<file path="src/rtl/mult32u_mac_pkg.sv">
// mult32u_mac_pkg
//   Shared definitions for the multiply-accumulate controller:
//   - default widths and multiplier latency
//   - state encoding of the group controller
package mult32u_mac_pkg;

  localparam int DEF_ACC_W = 80;  // accumulator / result width, >= 64
  localparam int DEF_LAT   = 2;   // wrapper latency: operands in -> product valid
  localparam int DEF_CNT_W = 16;  // beat counter width

  typedef enum logic [1:0] {
    ST_ACCUM = 2'd0,  // accepting operand pairs of the current group
    ST_DRAIN = 2'd1,  // last pair issued, waiting for its product
    ST_HOLD  = 2'd2   // result presented until downstream takes it
  } mac_state_e;

endpackage

</file>
<file path="src/rtl/mult32u_mac_ctrl_if.sv">
// mult32u_mac_ctrl_if
//   Bundles the operand stream, the multiplier wrapper connection and the
//   result stream of mult32u_mac_ctrl.
//   Operand stream : in_valid, in_ready, in_last, in_a, in_b
//   Wrapper side   : mul_a, mul_b (to wrapper), mul_p (from wrapper)
//   Result stream  : out_valid, out_ready, out_acc, out_count, out_ovf
//   Modports: slave = the controller, master = its environment.
interface mult32u_mac_ctrl_if
  import mult32u_mac_pkg::*;
#(
  parameter int ACC_W = DEF_ACC_W,
  parameter int CNT_W = DEF_CNT_W
);

  logic             in_valid;
  logic             in_ready;
  logic             in_last;
  logic [31:0]      in_a;
  logic [31:0]      in_b;
  logic [31:0]      mul_a;
  logic [31:0]      mul_b;
  logic [63:0]      mul_p;
  logic             out_valid;
  logic             out_ready;
  logic [ACC_W-1:0] out_acc;
  logic [CNT_W-1:0] out_count;
  logic             out_ovf;

  modport slave (
    input  in_valid, in_last, in_a, in_b, mul_p, out_ready,
    output in_ready, mul_a, mul_b, out_valid, out_acc, out_count, out_ovf
  );

  modport master (
    output in_valid, in_last, in_a, in_b, mul_p, out_ready,
    input  in_ready, mul_a, mul_b, out_valid, out_acc, out_count, out_ovf
  );

endinterface

</file>
<file path="src/rtl/mult32u_mac_pipe.sv">
// mult32u_mac_pipe
//   LAT-deep shift register that follows each issued operand pair through
//   the multiplier pipeline, so the controller knows which cycle's mul_p
//   is a real product and which one closes the group.
//   clk, rst_n : clock, asynchronous active-low clear
//   v_in, l_in : pair issued this cycle / that pair is the group's last
//   v_out      : mul_p carries a valid product this cycle
//   l_out      : that product is the group's last
module mult32u_mac_pipe #(
  parameter int LAT = 2
) (
  input  logic clk,
  input  logic rst_n,
  input  logic v_in,
  input  logic l_in,
  output logic v_out,
  output logic l_out
);

  logic [LAT-1:0] v_reg;
  logic [LAT-1:0] l_reg;
  logic [LAT-1:0] v_next;
  logic [LAT-1:0] l_next;

  genvar gi;
  generate
    for (gi = 0; gi < LAT; gi++) begin : g_stage
      if (gi == 0) begin : g_head
        assign v_next[gi] = v_in;
        assign l_next[gi] = l_in;
      end else begin : g_tail
        assign v_next[gi] = v_reg[gi-1];
        assign l_next[gi] = l_reg[gi-1];
      end
    end
  endgenerate

  // Clearing on reset is what makes the unreset wrapper's stale
  // pipeline contents harmless.
  always_ff @(posedge clk or negedge rst_n) begin
    if (!rst_n) begin
      v_reg <= '0;
      l_reg <= '0;
    end else begin
      v_reg <= v_next;
      l_reg <= l_next;
    end
  end

  assign v_out = v_reg[LAT-1];
  assign l_out = l_reg[LAT-1];

endmodule

</file>
<file path="src/rtl/mult32u_mac_ctrl.sv">
// mult32u_mac_ctrl
//   Issues operand pairs to an external registered 32x32 multiplier,
//   sums the returning products per group (delimited by in_last) and
//   presents one dot-product result per group.
//   clk, rst_n : clock, asynchronous active-low reset
//   bus        : operand stream, wrapper operands/product, result stream
module mult32u_mac_ctrl
  import mult32u_mac_pkg::*;
#(
  parameter int ACC_W = DEF_ACC_W,
  parameter int LAT   = DEF_LAT,
  parameter int CNT_W = DEF_CNT_W
) (
  input  logic                clk,
  input  logic                rst_n,
  mult32u_mac_ctrl_if.slave   bus
);

  mac_state_e       state_reg, state_next;
  logic             in_ready;
  logic             out_valid;
  logic             accept;
  logic             prod_valid;
  logic             prod_last;

  logic [ACC_W-1:0] acc_reg, acc_next;
  logic [CNT_W-1:0] cnt_reg, cnt_next;
  logic             ovf_reg, ovf_next;
  logic [ACC_W:0]   sum_ext;

  logic [ACC_W-1:0] out_acc_reg;
  logic [CNT_W-1:0] out_cnt_reg;
  logic             out_ovf_reg;

  assign accept = bus.in_valid && in_ready;

  // Operands are zero unless a pair is actually issued, so the
  // multiplier array does not toggle on idle cycles.
  assign bus.mul_a = accept ? bus.in_a : '0;
  assign bus.mul_b = accept ? bus.in_b : '0;

  mult32u_mac_pipe #(.LAT(LAT)) u_pipe (
    .clk   (clk),
    .rst_n (rst_n),
    .v_in  (accept),
    .l_in  (accept && bus.in_last),
    .v_out (prod_valid),
    .l_out (prod_last)
  );

  // ---------------- state machine ----------------
  always_ff @(posedge clk or negedge rst_n) begin
    if (!rst_n) state_reg <= ST_ACCUM;
    else        state_reg <= state_next;
  end

  always_comb begin
    state_next = state_reg;
    in_ready   = 1'b0;
    out_valid  = 1'b0;
    case (state_reg)
      ST_ACCUM: begin
        in_ready = 1'b1;
        if (bus.in_valid && bus.in_last) state_next = ST_DRAIN;
      end
      ST_DRAIN: begin
        if (prod_last) state_next = ST_HOLD;
      end
      ST_HOLD: begin
        out_valid = 1'b1;
        if (bus.out_ready) state_next = ST_ACCUM;
      end
      default: state_next = ST_ACCUM;
    endcase
  end

  // ---------------- accumulate ----------------
  // One extra bit on the sum exposes the carry out of the accumulator.
  assign sum_ext = {1'b0, acc_reg} + (ACC_W+1)'(bus.mul_p);

  always_comb begin
    acc_next = acc_reg;
    cnt_next = cnt_reg;
    ovf_next = ovf_reg;
    if (prod_valid) begin
      acc_next = sum_ext[ACC_W-1:0];
      if (sum_ext[ACC_W]) ovf_next = 1'b1;
      if (&cnt_reg) ovf_next = 1'b1;
      else          cnt_next = cnt_reg + 1'b1;
    end
  end

  always_ff @(posedge clk or negedge rst_n) begin
    if (!rst_n) begin
      acc_reg     <= '0;
      cnt_reg     <= '0;
      ovf_reg     <= 1'b0;
      out_acc_reg <= '0;
      out_cnt_reg <= '0;
      out_ovf_reg <= 1'b0;
    end else begin
      if (state_reg == ST_HOLD && bus.out_ready) begin
        acc_reg <= '0;
        cnt_reg <= '0;
        ovf_reg <= 1'b0;
      end else begin
        acc_reg <= acc_next;
        cnt_reg <= cnt_next;
        ovf_reg <= ovf_next;
      end
      // Capture uses the *_next values so the group's final product,
      // arriving in this very cycle, is included.
      if (state_reg == ST_DRAIN && prod_last) begin
        out_acc_reg <= acc_next;
        out_cnt_reg <= cnt_next;
        out_ovf_reg <= ovf_next;
      end
    end
  end

  assign bus.in_ready  = in_ready;
  assign bus.out_valid = out_valid;
  assign bus.out_acc   = out_acc_reg;
  assign bus.out_count = out_cnt_reg;
  assign bus.out_ovf   = out_ovf_reg;

endmodule

</file>
<file path="src/flat_wrapper.sv">
// flat-port wrapper written by rule: the top's interface ports become plain ports
module mult32u_mac_ctrl_flat import mult32u_mac_pkg::*;
#(
  parameter int ACC_W = DEF_ACC_W,
  parameter int LAT   = DEF_LAT,
  parameter int CNT_W = DEF_CNT_W
)
  (clk, rst_n, bus_in_valid, bus_in_last, bus_in_a, bus_in_b, bus_mul_p, bus_out_ready, bus_in_ready, bus_mul_a, bus_mul_b, bus_out_valid, bus_out_acc, bus_out_count, bus_out_ovf);
  mult32u_mac_ctrl_if #(.ACC_W(ACC_W), .CNT_W(CNT_W)) bus_i ();
  input  logic clk;
  input  logic rst_n;
  input wire logic [$bits(bus_i.in_valid)-1:0] bus_in_valid;
  input wire logic [$bits(bus_i.in_last)-1:0] bus_in_last;
  input wire logic [$bits(bus_i.in_a)-1:0] bus_in_a;
  input wire logic [$bits(bus_i.in_b)-1:0] bus_in_b;
  input wire logic [$bits(bus_i.mul_p)-1:0] bus_mul_p;
  input wire logic [$bits(bus_i.out_ready)-1:0] bus_out_ready;
  output wire logic [$bits(bus_i.in_ready)-1:0] bus_in_ready;
  output wire logic [$bits(bus_i.mul_a)-1:0] bus_mul_a;
  output wire logic [$bits(bus_i.mul_b)-1:0] bus_mul_b;
  output wire logic [$bits(bus_i.out_valid)-1:0] bus_out_valid;
  output wire logic [$bits(bus_i.out_acc)-1:0] bus_out_acc;
  output wire logic [$bits(bus_i.out_count)-1:0] bus_out_count;
  output wire logic [$bits(bus_i.out_ovf)-1:0] bus_out_ovf;
  assign bus_i.in_valid = bus_in_valid;
  assign bus_i.in_last = bus_in_last;
  assign bus_i.in_a = bus_in_a;
  assign bus_i.in_b = bus_in_b;
  assign bus_i.mul_p = bus_mul_p;
  assign bus_i.out_ready = bus_out_ready;
  assign bus_in_ready = bus_i.in_ready;
  assign bus_mul_a = bus_i.mul_a;
  assign bus_mul_b = bus_i.mul_b;
  assign bus_out_valid = bus_i.out_valid;
  assign bus_out_acc = bus_i.out_acc;
  assign bus_out_count = bus_i.out_count;
  assign bus_out_ovf = bus_i.out_ovf;
  mult32u_mac_ctrl #(.ACC_W(ACC_W), .LAT(LAT), .CNT_W(CNT_W)) u_core (.clk(clk), .rst_n(rst_n), .bus(bus_i));
endmodule
</file>
<file path="config.mk">
export PLATFORM = sky130hd
export DESIGN_NAME = mult32u_mac_ctrl_flat
export DESIGN_NICKNAME = d
export VERILOG_FILES = /design/src/rtl/mult32u_mac_pkg.sv /design/src/rtl/mult32u_mac_ctrl_if.sv /design/src/rtl/mult32u_mac_pipe.sv /design/src/rtl/mult32u_mac_ctrl.sv /design/src/flat_wrapper.sv
export SDC_FILE = /design/constraint.sdc
export NUM_CORES = 1
export LEC_CHECK = 0
export ABC_AREA = 1
export ABC_CLOCK_PERIOD_IN_PS = 2800
export CAP_MARGIN = 40
export CORE_MARGIN = 3
export CORE_UTILIZATION = 40
export DETAILED_ROUTE_END_ITERATION = 16
export PLACE_DENSITY = 0.65
export SLEW_MARGIN = 20
export SYNTH_ARGS = -nofsm -noshare
export SYNTH_HDL_FRONTEND = slang
export SYNTH_SLANG_ARGS = --single-unit
</file>
<file path="constraint.sdc">
create_clock -name clk -period 2.8 [get_ports clk]
set_input_delay 0.84 -clock clk [delete_from_list [all_inputs] [get_ports clk]]
set_output_delay 0.84 -clock clk [all_outputs]
set_load 0.1 [all_outputs]
</file>
# Word-level counts from Yosys, hierarchy flattened
# Index checks and enable logic that the tools add are counted.
dict set report totals {
  register_bits 200
  latchBits 0
  ramBits 0
  rom_bits 0
  inputBits 133
  out_inout_bits 163
  wordCells 41
  mem_count 0
}
dict set report op_classes {
  n_addsub 2
  mul 0
  div 0
  order_cmp 0
  eq_ne 5
  shift 0
  mux 17
  bitwise_logic 0
  n_reduce_logical 8
}
# cell n
set ops {}
lappend ops {{two-way mux 80 bit} 2}
lappend ops {{adder 80 x 64 -> 81 bit} 1}
lappend ops {{two-way mux 32 bit} 2}
lappend ops {{two-way mux 16 bit} 3}
lappend ops {{adder 16 x 1 -> 16 bit (second input constant)} 1}
lappend ops {{AND reduction 16 bit} 1}
lappend ops {{two-way mux 1 bit} 6}
lappend ops {{two-way mux 2 bit} 3}
lappend ops {{case mux 2 bit (3 select lines)} 1}
lappend ops {{logical AND 1 bit} 5}
lappend ops {{inequality test 2 bit (second input constant)} 2}
lappend ops {{AND reduction 3 bit} 1}
lappend ops {{== test 2 x 1 -> 1 bit (second input constant)} 1}
lappend ops {{== test 2 bit (second input constant)} 1}
lappend ops {{zero test 2 bit} 1}
lappend ops {{inequality test 2 x 1 -> 1 bit (second input constant)} 1}

# Longest topological paths before layout
# Gate-level depths: netlist of the first run.
dict set report logic_depth {
  ltp_word 5
  depth_mapped 18
  ltp_nobuf 18
}

# Cells and area by module
# A second synthesis of the first run with hierarchy kept.
dict set report hier_totals {
  cells_unflattened 2518
  hier_area_um2 15588.7
}
# module instances cells_per_inst area_per_inst_um2 seq_area_each_um2
set by_module_without_submodules {}
lappend by_module_without_submodules {mult32u_mac_ctrl 1 2514 15488.6 4904.7}
lappend by_module_without_submodules {mult32u_mac_pipe 1 4 100.1 100.1}

# Least setup slack after synthesis of the first run
# No wires, ideal clock.
dict set report synth_path {
  kind {flip-flop to output port}
  start {reg u_core.state_reg[0]}
  end {out bus_mul_a[19]}
  arrival_time_ns 3.688
  required_time_ns 1.960
  path_slack_ns -1.728
  stages_incl_launch_ff 6
  path_buffers 2
  path_cell_list {dfrtp_1 -> nor2_1 -> nand2_1 -> clkbuf_1 -> clkbuf_1 -> nor2_1}
}
dict set report synth_via {
  elab_chain_len 4
}
# item line
set synth_lines {}
lappend synth_lines {{start: declaration} mult32u_mac_ctrl.sv:19} ;# mac_state_e state_reg, state_next;
lappend synth_lines {{start signal: assignment} mult32u_mac_ctrl.sv:54} ;# else state_reg <= state_next;
lappend synth_lines {{zero test 2 bit} mult32u_mac_ctrl.sv:61} ;# case (state_reg)
lappend synth_lines {{two-way mux 1 bit} mult32u_mac_ctrl.sv:61}
lappend synth_lines {{named net bus_in_ready} flat_wrapper.sv:18} ;# output wire logic [$bits(bus_i.in_ready)-1:0] bus_in_ready;
lappend synth_lines {{logical AND 1 bit} mult32u_mac_ctrl.sv:35} ;# assign accept = bus.in_valid && in_ready;
lappend synth_lines {{two-way mux 32 bit} mult32u_mac_ctrl.sv:39} ;# assign bus.mul_a = accept ? bus.in_a : '0;
lappend synth_lines {{end: declaration} flat_wrapper.sv:19} ;# output wire logic [$bits(bus_i.mul_a)-1:0] bus_mul_a;
# The timed path passes the listed nets, and every way through them passes these cells.

# Worst setup path in the final report of the first run
dict set report layout_path {
  start {in bus_mul_p[0]}
  end {reg u_core.out_acc_reg[22], in the netlist u_core.bus.out_acc[22]}
}
dict set report layout_via {
  elab_chain_len 2
}
# item line
set layout_lines {}
lappend layout_lines {{start: declaration} flat_wrapper.sv:16} ;# input wire logic [$bits(bus_i.mul_p)-1:0] bus_mul_p;
lappend layout_lines {{adder 80 x 64 -> 81 bit} mult32u_mac_ctrl.sv:79} ;# assign sum_ext = {1'b0, acc_reg} + (ACC_W+1)'(bus.mul_p);
lappend layout_lines {{two-way mux 80 bit} mult32u_mac_ctrl.sv:85} ;# if (prod_valid) begin
lappend layout_lines {{end signal: assignment} mult32u_mac_ctrl.sv:114} ;# out_acc_reg <= acc_next;
lappend layout_lines {{end: declaration} mult32u_mac_ctrl.sv:31} ;# logic [ACC_W-1:0] out_acc_reg;
# Every way passes these cells.
# A chain may end at the register's enable or synchronous reset.

==> results of run 1 <==
[cell usage after synthesis, drive strengths merged]
cell	count
xnor2	40
a21oi	79
or2	33
nor3	28
o21ai	96
nand4	7
nand3	127
dfrtp	200
nor2	325
o41ai	1
o311ai	1
nand3b	2
o211ai	5
inv	451
xor2	8
o22ai	2
clkinv	2
nor4	3
buf	22
mux2i	3
clkbuf	34
ha	65
o21bai	12
and2	1
o31ai	1
fa	1
nand2	946
[timing repair]
item                                    CTS  global route
pin swaps                                13            86
cloned                                    2             0
buffers inserted                          9            18
hold endpoints to repair                  0             0
endpoints found under the setup margin  120           124
gates resized for setup                  81           292
[cell families after synthesis]
kind of cell	count (synthesis)
muxes	3
and+or+nand+nor	1472
DFF	200
buffers and inverters	509
AOI/OAI and AO/OA	197
xor gates and xnor gates	48
adders and majority gates	66
[worst max-delay path, cell delays in order]
cell and delay [ns]:
sky130_fd_sc_hd__clkdlybuf4s50_1 0.42, sky130_fd_sc_hd__ha_2 0.21, sky130_fd_sc_hd__fa_2 0.38, sky130_fd_sc_hd__buf_4 0.16
sky130_fd_sc_hd__nand2_2 0.06, sky130_fd_sc_hd__nand3_2 0.10, sky130_fd_sc_hd__nand2_2 0.11, sky130_fd_sc_hd__nand3_4 0.08
sky130_fd_sc_hd__buf_4 0.16, sky130_fd_sc_hd__xnor2_1 0.17, sky130_fd_sc_hd__buf_4 0.13, sky130_fd_sc_hd__nand2_1 0.04
sky130_fd_sc_hd__o21ai_1 0.15, sky130_fd_sc_hd__o21ai_0 0.10
[where the power goes]
group / switching, W / total, W / internal (W)
Clock: 0.00140 / 0.00272 / 0.00132
Combinational: 0.0159 / 0.0243 / 0.00844
Sequential: 0.00115 / 0.00538 / 0.00423
[worst max path at each step]
stage,start,end,slack (ns),cells past startpoint
final,bus_mul_p[0],u_core.bus.out_acc[22]$_DFFE_PN0P_,0.03,14
after global routing,bus_mul_p[0],u_core.bus.out_acc[22]$_DFFE_PN0P_,-0.06,14
after detailed placement,bus_mul_p[21],u_core.bus.out_acc[70]$_DFFE_PN0P_,-0.74,18
after floorplan,u_core.state_reg[0]$_DFFE_PN0P_,bus_mul_a[28],-0.13,4
after global placement,bus_mul_p[21],u_core.bus.out_acc[70]$_DFFE_PN0P_,-0.72,18
after CTS,bus_mul_p[29],u_core.bus.out_acc[70]$_DFFE_PN0P_,-0.03,20
[per-stage QoR]
step / area [um2] / util
2_1_floorplan: 16100 / -
3_3_place_gp: 21900 / 0.576
3_5_place_dp: 21900 / 0.576
4_1_cts: 23100 / 0.607
5_1_grt: 24600 / 0.647
6_report: 24600 / 0.647
[routing by layer]
metal	part of all wire	vias up	GRT usage
met4	0.023	2	0.0703
met1	0.43	7973	0.374
met5	0.00011	-	0
met3	0.061	75	0.0543
met2	0.48	533	0.496
li1	-	8584	-
[area by class of cell]
| type | count | area (um2) |
|---|---|---|
| Timing Repair Buffer | 573 | 5790 |
| Multi-Input combinational cell | 1786 | 10800 |
| Tap cell | 511 | 639 |
| Sequential cell | 200 | 5010 |
| Clock buffer | 17 | 425 |
| Clock inverter | 15 | 210 |
| Fill cell | 3451 | 13400 |
| Inverter | 453 | 1710 |
==> results_tabular.tex, run 1 <==
\begin{tabular}{lr}
\hline
Metric & Value \\
\hline
\multicolumn{2}{l}{\textbf{Logic synthesis}} \\
Number of flip-flops and latches in the synthesized netlist & 200 \\
Distinct cells, synth & 41 \\
Xor and xnor area share after synthesis & 0.0269 \\
Share of the synthesized area in the top cell type & 0.321 \\
Number of warnings reported in the yosys synthesis log & 0 \\
Largest family of logic cells by synthesized area & simple AND/OR/NAND/NOR gates \\
Cell types occupying the most area after synthesis & sky130\_fd\_sc\_hd\_\_dfrtp\_1 (32\%), sky130\_fd\_sc\_hd\_\_nand2\_1 (22\%), sky130\_fd\_sc\_hd\_\_inv\_1 (10\%) \\
Post-synthesis share of cell area spent on and, or, nand and nor gates & 0.404 \\
Library cell occupying the most area in the post-synthesis netlist & sky130\_fd\_sc\_hd\_\_dfrtp\_1 \\
Synthesized cell area & 15,600 um2 \\
Adder and majority cell fraction of the synthesized area & 0.0534 \\
Mux share of post-synthesis cell area & 0.00192 \\
Syn avg cell area & 6.25 um2 \\
Share of synthesized area occupied by flip-flops and latches & 0.321 \\
Net count after synthesis & 2,694 \\
Gate Count Post-Synth & 2,495 \\
Area fraction in compound gates after synthesis & 0.0689 \\
\multicolumn{2}{l}{\textbf{Place}} \\
Final Wtd Congestion & slightly below 1 \\
Hpwl dp & between 40,000 and 50,000 um \\
Post-place setup slack & -0.736 ns \\
Port bufs & 295 \\
Number of cells in the design after placement & between 3,000 and 4,000 \\
\multicolumn{2}{l}{\textbf{Route}} \\
Final routed wire length divided by cell count & 17.1 um \\
Via/cell ratio & 4.83 \\
Total number of vias & 17,200 \\
Total length of routed wires & 60,900 um \\
Post-route DRC & 0 \\
Number of nets still failing antenna checks after routing & 0 \\
Drt initial violations & 1,038 \\
Initial DRT Pass Iterations & 6 \\
\multicolumn{2}{l}{\textbf{Clock network}} \\
Total clock buffers created by CTS & 17 \\
Clock transition at the registers of the reported paths & 0.09 ns \\
Clock sinks & 200 \\
H-Tree Depth & 4 \\
Number of buffers on the longest clock path & 2 \\
Total of hold buffers inserted after clock tree synthesis & 0 \\
TritonCTS clock tree & built \\
Clock root cell & sky130\_fd\_sc\_hd\_\_clkbuf\_16 \\
Clock insertion delay at the later pin of the skew report & 0.48 ns \\
\multicolumn{2}{l}{\textbf{Worst hold path}} \\
Min-delay worst type & input port to async pin \\
\multicolumn{2}{l}{\textbf{Floorplan}} \\
Initial standard-cell utilization of the core & 0.410 \\
I/O pin cnt & 296 \\
Core area & approximately 38,000 um2 \\
\# rows & a little over 70 \\
Die Ht & roughly 200 um \\
DIE AREA & 41,400 um2 \\
Width of the die & 203 um \\
\multicolumn{2}{l}{\textbf{Worst setup path}} \\
CP arrival & around 3.1 ns \\
Worst-path fanout max & 3 \\
Critical register-to-register path endpoint & u\_core.bus.out\_acc[37]\$\_DFFE\_PN0P\_ \\
Launching element type of the critical path & input port \\
Crit path kind & input port to flip-flop \\
Required time worst endpoint & 3.14 ns \\
Critical path capture point type & flip-flop \\
Slack of the worst reg-to-reg path & 0.31 ns \\
Worst reg2reg path depth & 16 \\
Startpoint of the worst register-to-register path & u\_core.acc\_reg[28]\$\_DFF\_PN0\_ \\
\multicolumn{2}{l}{\textbf{Power and ir drop}} \\
Peak ir drop on the vdd network & 0.973 mV \\
Leakage power summed over all cells & 12.7 nW \\
Total power & 0.0324 W \\
Power Density & 1320 nW/um2 \\
\multicolumn{2}{l}{\textbf{Timing}} \\
Achievable clock frequency & between 0.3 and 0.4 GHz \\
Worst clock skew on the final layout & 0.0141 ns \\
Final hold slack & 0.322 ns \\
Final critical-path share of the clock period & 0.988 \\
Final worst-path setup slack & 0.0340 ns \\
Number of hold-slack violations in the final timing report & 0 \\
Setup TNS after final layout & 0 ns \\
Final critical path time including I/O delays and setup & 2.77 ns \\
Max Transition Viols Final & 0 \\
Relative slew slack & 0.479 \\
Measured slew at the worst slew-check pin & 0.781 ns \\
Final-report setup violation count & 0 \\
Setup repair after global routing missed its margin & yes \\
\multicolumn{2}{l}{\textbf{Flow run}} \\
Number of violations of the max-capacitance limit & 0 \\
\multicolumn{2}{l}{\textbf{Finish}} \\
Most common library cell in the layout ignoring fill and taps & sky130\_fd\_sc\_hd\_\_nand2\_1 \\
Commonest cells after routing, fill and taps aside & sky130\_fd\_sc\_hd\_\_nand2\_1 (812), sky130\_fd\_sc\_hd\_\_inv\_1 (411), sky130\_fd\_sc\_hd\_\_buf\_4 (356), sky130\_fd\_sc\_hd\_\_dfrtp\_1 (198), sky130\_fd\_sc\_hd\_\_nor2\_1 (172) \\
Area growth from synthesis to layout & 57.6\% \\
Fraction of final layout cells sized beyond drive strength 1 & 0.324 \\
Number of antenna diodes & 0 \\
Final Net Count & 3,230 \\
Non-filler cells in the finished layout & between 3,000 and 4,000 \\
\multicolumn{2}{l}{\textbf{Global routing}} \\
Vias in the first global route & $\sim$17,000 \\
Largest net degree at the start of global routing & roughly 140 \\
Global-route usage over all layers & 0.288 \\
Wire length of the first global-routing pass & 93,400 um \\
Number of antenna violations at the first check in global routing & 1 \\
Leftover overflow at the end of global routing & 0 \\
\multicolumn{2}{l}{\textbf{Status}} \\
Status & finished, final reports clean \\
\hline
\end{tabular}
No activity file was read; power rests on OpenSTA's default activity.
==> run 2, diff against run 1 <==
CORE_ASPECT_RATIO = 1.25   (was default)
GPL_TIMING_DRIVEN = 0   (was default)
REMOVE_ABC_BUFFERS = 1   (was default)
==> run 2 against run 1 <==
Die area about the same. Sequential power barely moved. Register-to-register slack better by 0.03 ns. Maximum frequency down 0.60%. Setup slack worse by 0.017 ns. Count of clock-buffer cells in the layout unchanged. Core utilization fell by 0.52 points. Non-clock buffer count decreased by 136. Critical endpoint is now bus_mul_a[5].
==> results_tabular.tex, run 2 (synthesis results as in run 1) <==
\begin{tabular}{lr}
\hline
Metric & Value \\
\hline
\multicolumn{2}{l}{\textbf{Power and ir drop}} \\
Sequential cell fraction of total power & 0.161 (was 0.166) \\
Fraction of power spent switching nets & 0.552 (was 0.569) \\
Fraction of power consumed by the clock network & 0.079 (was 0.084) \\
Cell-internal power & 0.0150 W (was 0.0140 W) \\
Net switching power of the design & 0.0185 W (about the same) \\
Leakage power summed over all cells & 12.1 nW (was 12.7 nW) \\
Power Density & 1360 nW/um2 (was 1320 nW/um2) \\
Combinational cell fraction of total power & 0.760 (was 0.750) \\
Peak ir drop on the vdd network & 0.992 mV (was 0.973 mV) \\
\multicolumn{2}{l}{\textbf{Finish}} \\
Non-Filler Cell Area, Final & 24,600 um2 (about the same) \\
Fill cells & 3,255 (was 3,451) \\
Most common library cell in the layout ignoring fill and taps & sky130\_fd\_sc\_hd\_\_nand2\_1 (unchanged) \\
Share of the core filled with cells in the final layout & 0.642 (was 0.647) \\
Final Net Count & 3,095 (was 3,230) \\
Area growth from synthesis to layout & 57.7\% (was 57.6\%) \\
Fraction of final layout cells sized beyond drive strength 1 & 0.244 (was 0.324) \\
Number of antenna diodes & 0 (unchanged) \\
Commonest cells after routing, fill and taps aside & sky130\_fd\_sc\_hd\_\_nand2\_1 (819), sky130\_fd\_sc\_hd\_\_inv\_1 (414), sky130\_fd\_sc\_hd\_\_clkdlybuf4s50\_1 (206), sky130\_fd\_sc\_hd\_\_nor2\_1 (201), sky130\_fd\_sc\_hd\_\_dfrtp\_1 (198) (was sky130\_fd\_sc\_hd\_\_nand2\_1 (812), sky130\_fd\_sc\_hd\_\_inv\_1 (411), sky130\_fd\_sc\_hd\_\_buf\_4 (356), sky130\_fd\_sc\_hd\_\_dfrtp\_1 (198), sky130\_fd\_sc\_hd\_\_nor2\_1 (172)) \\
\multicolumn{2}{l}{\textbf{Timing}} \\
Measured slew at the worst slew-check pin & 0.685 ns (was 0.781 ns) \\
Final critical-path share of the clock period & 0.994 (was 0.988) \\
Final hold slack & 0.264 ns (was 0.322 ns) \\
Max Transition Viols Final & 0 (unchanged) \\
Final worst-path setup slack & 0.0172 ns (was 0.0340 ns) \\
Relative slew slack & 0.544 (was 0.479) \\
Final-report setup violation count & 0 (unchanged) \\
Setup TNS after final layout & 0 ns (unchanged) \\
Achievable clock frequency & 0.359 GHz (was 0.362 GHz) \\
Worst clock skew on the final layout & 0.0200 ns (was 0.0141 ns) \\
Final critical path time including I/O delays and setup & 2.78 ns (was 2.77 ns) \\
Setup repair after global routing missed its margin & yes (unchanged) \\
Number of hold-slack violations in the final timing report & 0 (unchanged) \\
\multicolumn{2}{l}{\textbf{Worst setup path}} \\
Slack of the worst reg-to-reg path & 0.34 ns (was 0.31 ns) \\
Required time worst endpoint & 1.96 ns (was 3.14 ns) \\
Startpoint of the worst register-to-register path & u\_core.acc\_reg[0]\$\_DFF\_PN0\_ (was u\_core.acc\_reg[28]\$\_DFF\_PN0\_) \\
CP arrival & 1.94 ns (was 3.11 ns) \\
Launching element type of the critical path & input port (unchanged) \\
Worst-path fanout max & 24 (was 3) \\
Critical path capture point type & primary output (was flip-flop) \\
Critical register-to-register path endpoint & u\_core.bus.out\_acc[36]\$\_DFFE\_PN0P\_ (was u\_core.bus.out\_acc[37]\$\_DFFE\_PN0P\_) \\
Worst reg2reg path depth & 14 (was 16) \\
Crit path kind & input port to primary output (was input port to flip-flop) \\
\multicolumn{2}{l}{\textbf{Flow run}} \\
Number of violations of the max-capacitance limit & 0 (unchanged) \\
\multicolumn{2}{l}{\textbf{Floorplan}} \\
\# rows & 80 (was 71) \\
Core area & 38,300 um2 (was 38,000 um2) \\
Initial standard-cell utilization of the core & 0.407 (was 0.410) \\
DIE AREA & 41,400 um2 (about the same) \\
Width of the die & 183 um (was 203 um) \\
Die Ht & 227 um (was 203 um) \\
I/O pin cnt & 296 (unchanged) \\
\multicolumn{2}{l}{\textbf{Route}} \\
Number of nets still failing antenna checks after routing & 0 (unchanged) \\
Total length of routed wires & 61,900 um (was 60,900 um) \\
Post-route DRC & 0 (unchanged) \\
Total number of vias & 16,500 (was 17,200) \\
Drt initial violations & 771 (was 1,038) \\
Final routed wire length divided by cell count & 18.2 um (was 17.1 um) \\
Via/cell ratio & 4.87 (was 4.83) \\
Initial DRT Pass Iterations & 7 (was 6) \\
\multicolumn{2}{l}{\textbf{Clock network}} \\
Number of buffers on the longest clock path & 2 (unchanged) \\
TritonCTS clock tree & built (unchanged) \\
Clock insertion delay at the later pin of the skew report & 0.46 ns (was 0.48 ns) \\
Total clock buffers created by CTS & 17 (unchanged) \\
Clock root cell & sky130\_fd\_sc\_hd\_\_clkbuf\_16 (unchanged) \\
Clock transition at the registers of the reported paths & 0.09 ns (about the same) \\
Clock sinks & 200 (unchanged) \\
H-Tree Depth & 4 (unchanged) \\
\multicolumn{2}{l}{\textbf{Place}} \\
Final Wtd Congestion & 0.926 (was 0.992) \\
Instance area after placement & 22,200 um2 (was 21,900 um2) \\
Port bufs & 295 (unchanged) \\
Hpwl dp & 50,200 um (was 48,500 um) \\
Post-place setup slack & -1.08 ns (was -0.736 ns) \\
\multicolumn{2}{l}{\textbf{Global routing}} \\
Vias in the first global route & 16,700 (was 17,200) \\
Leftover overflow at the end of global routing & 0 (unchanged) \\
Wire length of the first global-routing pass & 93,600 um (was 93,400 um) \\
Largest net degree at the start of global routing & 79 (was 141) \\
Global-route usage over all layers & 0.294 (was 0.288) \\
Number of antenna violations at the first check in global routing & 0 (was 1) \\
\multicolumn{2}{l}{\textbf{Status}} \\
Status & finished, final reports clean (unchanged) \\
\multicolumn{2}{l}{\textbf{Worst hold path}} \\
Min-delay worst type & input port to async pin (unchanged) \\
\hline
\end{tabular}
-- run 2: cell types whose count changed in the layout (fill, tap and decap cells not counted), moves of 6 or more --
cell                              delta
sky130_fd_sc_hd__clkdlybuf4s50_1   +112
sky130_fd_sc_hd__nor2_4             -47
sky130_fd_sc_hd__dlymetal6s2s_1     -16
sky130_fd_sc_hd__nor2_2             +18
sky130_fd_sc_hd__buf_16             +47
sky130_fd_sc_hd__nand2_1             +7
sky130_fd_sc_hd__buf_8              +63
sky130_fd_sc_hd__nand2_2            -13
sky130_fd_sc_hd__buf_12             -18
sky130_fd_sc_hd__nand2_4             +8
sky130_fd_sc_hd__nor2_1             +29
sky130_fd_sc_hd__buf_4             -325
sky130_fd_sc_hd__nand3_1             +6
-- run 2: worst max-delay path, cell delays in order --
cell and delay, ns:
sky130_fd_sc_hd__clkdlybuf4s15_2 0.23, sky130_fd_sc_hd__nand2_4 0.11, sky130_fd_sc_hd__bufbuf_16 0.33, sky130_fd_sc_hd__nor2_1 0.21, sky130_fd_sc_hd__buf_12 0.21
-- run 2: worst max-delay path by stage --
stage	startpoint	to	slack [ns]	cells after the start
6_report	bus_in_valid	bus_mul_a[5]	0.02	5
5_1_grt	bus_mul_p[39]	u_core.bus.out_acc[77]$_DFFE_PN0P_	-0.10	19
4_1_cts	u_core.state_reg[0]$_DFFE_PN0P_	bus_mul_b[28]	-0.09	6
3_5_place_dp	bus_in_valid	bus_mul_b[28]	-1.08	6
3_3_place_gp	rst_n	u_core.acc_reg[70]$_DFF_PN0_	-7.75	1
2_1_floorplan	u_core.state_reg[0]$_DFFE_PN0P_	bus_mul_a[0]	-2.79	3
-- run 2: metal layers --
metal	track usage	vias up	routed length, um
li1	-	8303	-
met1	0.324	7688	23500
met5	0	-	0
met3	0.0446	99	2560
met4	0.137	0	3480
met2	0.553	456	32400
-- run 2: through the flow --
step,cells,power (W)
final,3401,0.0334
after global routing,3401,0.0353
after CTS,3375,0.0319
after detailed placement,3397,0.0281
after global placement,3226,0.0242
after floorplan,2439,0.0190
-- run 2: power by group through the flow --
| stage | Combinational [W] | Clock [W] | Sequential, W |
|---|---|---|---|
| 5_1_grt | 0.0270 | 0.00280 | 0.00554 |
| 6_report | 0.0254 | 0.00265 | 0.00538 |
| 4_1_cts | 0.0239 | 0.00270 | 0.00524 |
| 3_3_place_gp | 0.0190 | 0 | 0.00527 |
| 3_5_place_dp | 0.0230 | 0 | 0.00517 |
| 2_1_floorplan | 0.00900 | 0 | 0.0100 |
-- run 2: final cells by class --
type | count | area (um2) | share of cell area
clock inverter | 15 | 201 | 0.00819
tap | 492 | 616 | 0.0250
clock buffer | 17 | 425 | 0.0173
sequential | 200 | 5010 | 0.204
inverter | 453 | 1710 | 0.0693
timing repair buffer | 437 | 6180 | 0.251
multi-input combinational | 1787 | 10500 | 0.425
-- run 2: what timing repair did --
item | in CTS | in global routing
gates cloned | 2 | 0
buffers inserted | 8 | 27
pin swaps | 10 | 52
gates resized for setup | 226 | 237
hold buffers | 0 | 0
endpoints found under the setup margin | 145 | 103
